==> config.mk <==
export PLATFORM = sky130hd
export DESIGN_NAME = fetch_stage
export DESIGN_NICKNAME = d
export VERILOG_FILES = /design/src/rtl/fetch_stage_pkg.sv /design/src/rtl/fetch_stage_byte_asm.sv /design/src/rtl/fetch_stage.sv
export SDC_FILE = /design/constraint.sdc
export NUM_CORES = 1
export LEC_CHECK = 0
export CELL_PAD_IN_SITES_DETAIL_PLACEMENT = 1
export CELL_PAD_IN_SITES_GLOBAL_PLACEMENT = 2
export CORE_MARGIN = 8
export CORE_UTILIZATION = 29
export CTS_CLUSTER_DIAMETER = 100
export DETAILED_ROUTE_END_ITERATION = 8
export GPL_TIMING_DRIVEN = 1
export PLACE_DENSITY_LB_ADDON = 0.08
export SLEW_MARGIN = 20
export SYNTH_ARGS = -nofsm -noshare
export SYNTH_HDL_FRONTEND = slang
export SYNTH_HIERARCHICAL = 1
export SYNTH_SLANG_ARGS = --single-unit
==> constraint.sdc <==
create_clock -name clock -period 7.48 [get_ports clock]
set_input_delay 2.244 -clock clock [delete_from_list [all_inputs] [get_ports clock]]
set_output_delay 2.244 -clock clock [all_outputs]
set_load 0.1 [all_outputs]
==> src/rtl/fetch_stage_pkg.sv <==
// Shared types and constants for the instruction-fetch stage.
package fetch_stage_pkg;

  localparam int ADDR_W = 32;
  localparam int INST_W = 32;
  localparam logic [INST_W-1:0] NOP_DEFAULT = 32'h00000013;

  typedef enum logic [2:0] {
    ST_IDLE,
    ST_REQ,
    ST_WAIT,
    ST_DONE,
    ST_DRAIN
  } fetch_state_e;

  // Byte address of lane k; wraps modulo 2^32.
  function automatic logic [ADDR_W-1:0] byte_addr(input logic [ADDR_W-1:0] base,
                                                   input logic [1:0]        k);
    return base + ADDR_W'(k);
  endfunction

endpackage

==> src/rtl/fetch_stage_byte_asm.sv <==
// Instruction assembly register: little-endian byte-lane writes, reloadable with NOP.
module fetch_stage_byte_asm
  import fetch_stage_pkg::*;
#(
  parameter logic [INST_W-1:0] NOP_INST = NOP_DEFAULT
) (
  input  logic              clock,
  input  logic              reset,
  input  logic              i_load_nop,
  input  logic              i_wr_en,
  input  logic [1:0]        i_lane,
  input  logic [7:0]        i_byte,
  output logic [INST_W-1:0] o_inst
);

  logic [INST_W-1:0] r_inst;

  always_ff @(posedge clock or negedge reset) begin
    if (!reset) begin
      r_inst <= NOP_INST;
    end else if (i_load_nop) begin
      r_inst <= NOP_INST;
    end else if (i_wr_en) begin
      r_inst[{i_lane, 3'b000} +: 8] <= i_byte;
    end
  end

  assign o_inst = r_inst;

endmodule

==> src/rtl/fetch_stage.sv <==
// Instruction-fetch stage: four byte reads per PC, assembled into a 32-bit instruction,
// with downstream stall, redirect flush and misaligned-PC flagging.
module fetch_stage
  import fetch_stage_pkg::*;
#(
  parameter logic [INST_W-1:0] NOP_INST    = NOP_DEFAULT,
  parameter bit                CHECK_ALIGN = 1'b1
) (
  input  logic              clock,
  input  logic              reset,
  input  logic [ADDR_W-1:0] pc_i,
  input  logic              pc_valid_i,
  output logic              pc_ready_o,
  input  logic              flush_i,
  input  logic              stall_i,
  output logic              mem_req_o,
  output logic [ADDR_W-1:0] mem_addr_o,
  input  logic              mem_gnt_i,
  input  logic [7:0]        mem_rdata_i,
  input  logic              mem_rvalid_i,
  output logic              inst_valid_o,
  output logic [INST_W-1:0] inst_o,
  output logic [ADDR_W-1:0] inst_pc_o,
  output logic              misalign_o
);

  fetch_state_e      r_state;
  fetch_state_e      w_state_nxt;
  logic [1:0]        r_k;
  logic [1:0]        w_k_nxt;
  logic [ADDR_W-1:0] r_pc;
  logic              r_misalign;
  logic              w_xfer;
  logic              w_misalign_in;
  logic              w_wr_byte;
  logic              w_load_nop;

  // A new PC is taken when idle, or when the held output is consumed this cycle.
  assign pc_ready_o    = !flush_i && ((r_state == ST_IDLE) ||
                                      ((r_state == ST_DONE) && !stall_i));
  assign w_xfer        = pc_valid_i && pc_ready_o;
  assign w_misalign_in = CHECK_ALIGN && (pc_i[1:0] != 2'b00);

  always_comb begin
    w_state_nxt = r_state;
    w_k_nxt     = r_k;
    w_wr_byte   = 1'b0;
    case (r_state)
      ST_IDLE: begin
        if (w_xfer) w_state_nxt = w_misalign_in ? ST_DONE : ST_REQ;
      end
      ST_REQ: begin
        if (mem_gnt_i)    w_state_nxt = flush_i ? ST_DRAIN : ST_WAIT;
        else if (flush_i) w_state_nxt = ST_IDLE;
      end
      ST_WAIT: begin
        if (mem_rvalid_i) begin
          if (flush_i) begin
            w_state_nxt = ST_IDLE;
          end else begin
            w_wr_byte = 1'b1;
            if (r_k == 2'd3) begin
              w_state_nxt = ST_DONE;
            end else begin
              w_k_nxt     = r_k + 2'd1;
              w_state_nxt = ST_REQ;
            end
          end
        end else if (flush_i) begin
          w_state_nxt = ST_DRAIN;
        end
      end
      ST_DONE: begin
        if (flush_i)       w_state_nxt = ST_IDLE;
        else if (!stall_i) w_state_nxt = w_xfer ? (w_misalign_in ? ST_DONE : ST_REQ) : ST_IDLE;
      end
      ST_DRAIN: begin
        if (mem_rvalid_i) w_state_nxt = ST_IDLE;
      end
      default: w_state_nxt = ST_IDLE;
    endcase
    if (w_xfer) w_k_nxt = 2'd0;
  end

  always_ff @(posedge clock or negedge reset) begin
    if (!reset) begin
      r_state    <= ST_IDLE;
      r_k        <= 2'd0;
      r_pc       <= '0;
      r_misalign <= 1'b0;
    end else begin
      r_state <= w_state_nxt;
      r_k     <= w_k_nxt;
      if (w_xfer) begin
        r_pc       <= pc_i;
        r_misalign <= w_misalign_in;
      end else if (flush_i) begin
        r_misalign <= 1'b0;
      end
    end
  end

  // Every new fetch and every flush starts from NOP so a misaligned PC presents NOP.
  assign w_load_nop = w_xfer || flush_i;

  fetch_stage_byte_asm #(
    .NOP_INST (NOP_INST)
  ) u_byte_asm (
    .clock      (clock),
    .reset      (reset),
    .i_load_nop (w_load_nop),
    .i_wr_en    (w_wr_byte),
    .i_lane     (r_k),
    .i_byte     (mem_rdata_i),
    .o_inst     (inst_o)
  );

  assign mem_req_o    = (r_state == ST_REQ);
  assign mem_addr_o   = mem_req_o ? byte_addr(r_pc, r_k) : '0;
  assign inst_valid_o = (r_state == ST_DONE);
  assign inst_pc_o    = r_pc;
  assign misalign_o   = r_misalign;

endmodule

==> results.md <==
* Outcome: finished clean
* Register bit total from synthesis at 70
* Area after DPL at 5620 um2
* Setup_tns at 0 ns
* Slew HR at between 20% and 30%
* Synth Cell Area at 4040 um2
* Unique masters post-synth at between 50 and 60
* Post-synth ARST share at 100%
* Final Skew at ~0.005 ns
* Worst-Skew Late Latency at approximately 0.34 ns
* First-pass GRT wire length at between 20 and 25 mm
* Synth top area share at between 40% and 50%
* GR Overflow Total at 0
* RSZ-0062 raised after global routing: false
* Die Wd at around 130 um
* Die ar. at between 15,000 and 20,000 um2
* DR vias at approximately 3,700
* Clock Sinks at 70
* Layout cells sized above 1 at between 10% and 20%
* Initial Util at slightly below 30%
* CTS Hold Buffers Added at 0
* Initial antenna violation count at 0
* DRT iter0 DRCs at 151
* Final Hold Viols at 0
* Setup-failing EPs final at 0
* Vias in the first global route at approximately 4,000
* HP Start: u_byte_asm/o_inst[8]
* Drt wl/cell at roughly 20 um
* Core Area at roughly 14,000 um2
* Final Max Slew Viols at 0
* Post-synthesis sequential area ratio at a little over two fifths
* Achievable Freq at 0.154 GHz
* Max cap viols at 0
* Crit path launch type: register
* Nets at 587
* Synthesized net count at between 400 and 500
* DRC Markers at 0
* GP Congestion at between 0.7 and 0.8
* Cells resized by post-CTS repair at 0
* Crit. End Element: output port
* # IOs at 147
* Drt total wl at around 14 mm
* Port bufs at between 100 and 150
* Pre-CTS WS at roughly 1.4 ns
* CTS tree: yes
* H-tree Lvls at 3
* Worst hold path type: reg2reg
* Root Buffer: clkbuf_16
* Post-layout min period at around 6.5 ns
* Largest net degree at the start of global routing at a little over 70
* Final Cell Area at about 6000 um2
* Vias per Instance at about 5.2
* Largest area contributor in the netlist: dfrtp_1
* Clk buf depth at 2
* Number of synthesized flops with an enable pin at 0
* Hold slack final at around 0.49 ns
* Critical path type: reg2out
* Gr usage total at 16.1%
* DR pass1 iterations at 4
* # diodes at 0
* Crit path max fanout at 12
* Most used DFF post-synth: dfrtp_1
* Antenna Nets Post-Route at 0
* Syn Inst Count at just under 400
* Least-Margin Pin Slew at 1.06 ns
* Avg Synthesized Cell Area at between 10 and 15 um2
* Top cells by area, synth: dfrtp_1 42%, mux2_2 8.9%, nand2_1 2.8%
* Critical path origin: r_k[0]
* Cell Rows at 43
* Die Span Y at around 130 um
* Crit Reg-Reg Startpoint: r_state[1]
* Final cycle utilization of the critical path at between 80 and 90%
* DP Wirelength at 10.5 mm
* Setup bufs post-CTS at 0
* Reg clk slew, reported paths at 0.06 ns
* Required time worst endpoint at around 5.2 ns
* Worst setup margin at approximately 1.0 ns
* Num CTS Buffers at 9
* Area Growth Syn to Fin at 46.0%
* Synth warnings at 6
* CP Data Arrival Time at 4.24 ns
## worst max-delay path, stage by stage (launching register included)
cell	delay (ns)
dfrtp_1	0.58
ha_1	0.29
fa_1	0.32
nand4_4	0.15
or4_1	0.71
or4_1	0.53
a21oi_1	0.17
clkdlybuf4s50_1	1.16
## cell usage after synthesis, types with 4 or more instances
cell type,count
o31ai_1,12
nand4_1,15
a21oi_1,22
nor2_1,21
a32o_1,9
mux2_2,32
xor2_1,6
dfrtp_1,67
clkbuf_1,13
or4_1,13
o21ai_0,10
and2_1,4
xnor2_1,7
or3_1,6
nand3_1,11
nor4_1,4
nand2_1,30
buf_2,6
o32ai_1,11
ha_1,8
o2bb2ai_1,8
inv_1,24
## logic make-up (layout without fill, tap and decap cells)
family	Yosys count	count (layout)	share of synthesized area (%)
AO/OA/AOI/OAI	87	87	16.1
multiplexers	34	34	9.42
XOR/XNOR	13	13	2.82
AND/OR/NAND/NOR	135	135	19.6
flip-flops	70	70	43.5
buffers and inverters	48	188	5.55
adder cells (fa/ha/maj)	9	9	2.98
## cell usage in the layout, fill, tap and decap left out, types with 2 or more instances in the layout
cell type / netlist / routed
clkinvlp_4: 0 / 2
clkbuf_16: 0 / 9
o2bb2ai_1: 8 / 8
nor2_1: 21 / 21
a221o_1: 3 / 3
and3_1: 3 / 3
and4_1: 3 / 3
or3_1: 6 / 6
nand2_1: 30 / 30
or3b_2: 2 / 2
and4b_1: 3 / 3
buf_4: 1 / 4
o31ai_1: 12 / 12
a21oi_1: 22 / 22
ha_1: 8 / 8
inv_6: 0 / 2
a32o_1: 9 / 9
nand2b_1: 3 / 3
dfstp_2: 3 / 3
or4_1: 13 / 13
dfrtp_1: 67 / 67
o32ai_1: 11 / 11
a21o_1: 3 / 3
mux2i_1: 2 / 2
mux2_2: 32 / 32
nor2b_1: 3 / 3
nand4_1: 15 / 15
clkdlybuf4s50_1: 0 / 144
nand4_2: 2 / 2
xnor2_1: 7 / 7
o21ai_0: 10 / 10
inv_1: 24 / 24
nand3_1: 11 / 11
nor3_1: 3 / 3
and2_1: 4 / 4
o32ai_2: 2 / 2
nor4_1: 4 / 4
xor2_1: 6 / 6
## routing by layer
metal	up-vias	share of wire (%)	GRT usage [%]
met5	-	0	0
met4	0	0.88	4.43
met3	11	6.8	4.71
met2	91	46	25.5
met1	1888	46	20.9
li1	1758	-	-
## worst paths after layout
| check | cells after the start | slack [ns] | endpoint |
|---|---|---|---|
| worst max-delay path | 7 | 1.0 | mem_addr_o[26] |
| min in group asynchronous | 1 | 2.03 | inst_pc_o[12] |
| worst min-delay path | 1 | 0.49 | u_byte_asm/o_inst[8] |
| max in group asynchronous | 1 | 4.82 | inst_pc_o[20] |
| worst max register to register | 5 | 5.00 | u_byte_asm/o_inst[28] |
| worst min register to register | 1 | 0.49 | u_byte_asm/o_inst[8] |
## state kept, by name (all words and copies together), names as in the netlist
register           cells
misalign_o             1
r_state                3
inst_pc_o             32
u_byte_asm/o_inst     32
r_k                    2
## through the flow
| step | util (%) | cells |
|---|---|---|
| 5_1_grt | 42.9 | 716 |
| 3_3_place_gp | 40.9 | 700 |
| 3_5_place_dp | 40.9 | 700 |
| 6_report | 42.9 | 716 |
| 4_1_cts | 42.9 | 716 |
| 2_1_floorplan | - | 396 |
## area by class of cell
cell class	count	area (um2)
fill	1563	7830
multi-input combinational	278	2070
sequential	70	1760
timing repair buffer	148	1470
clock buffer	10	229
tap	180	225
inverter	24	90.1
clock inverter	6	46.3
Power is not shown: default switching activity piles up to over one toggle a cycle in this logic, so the estimate is an artifact.
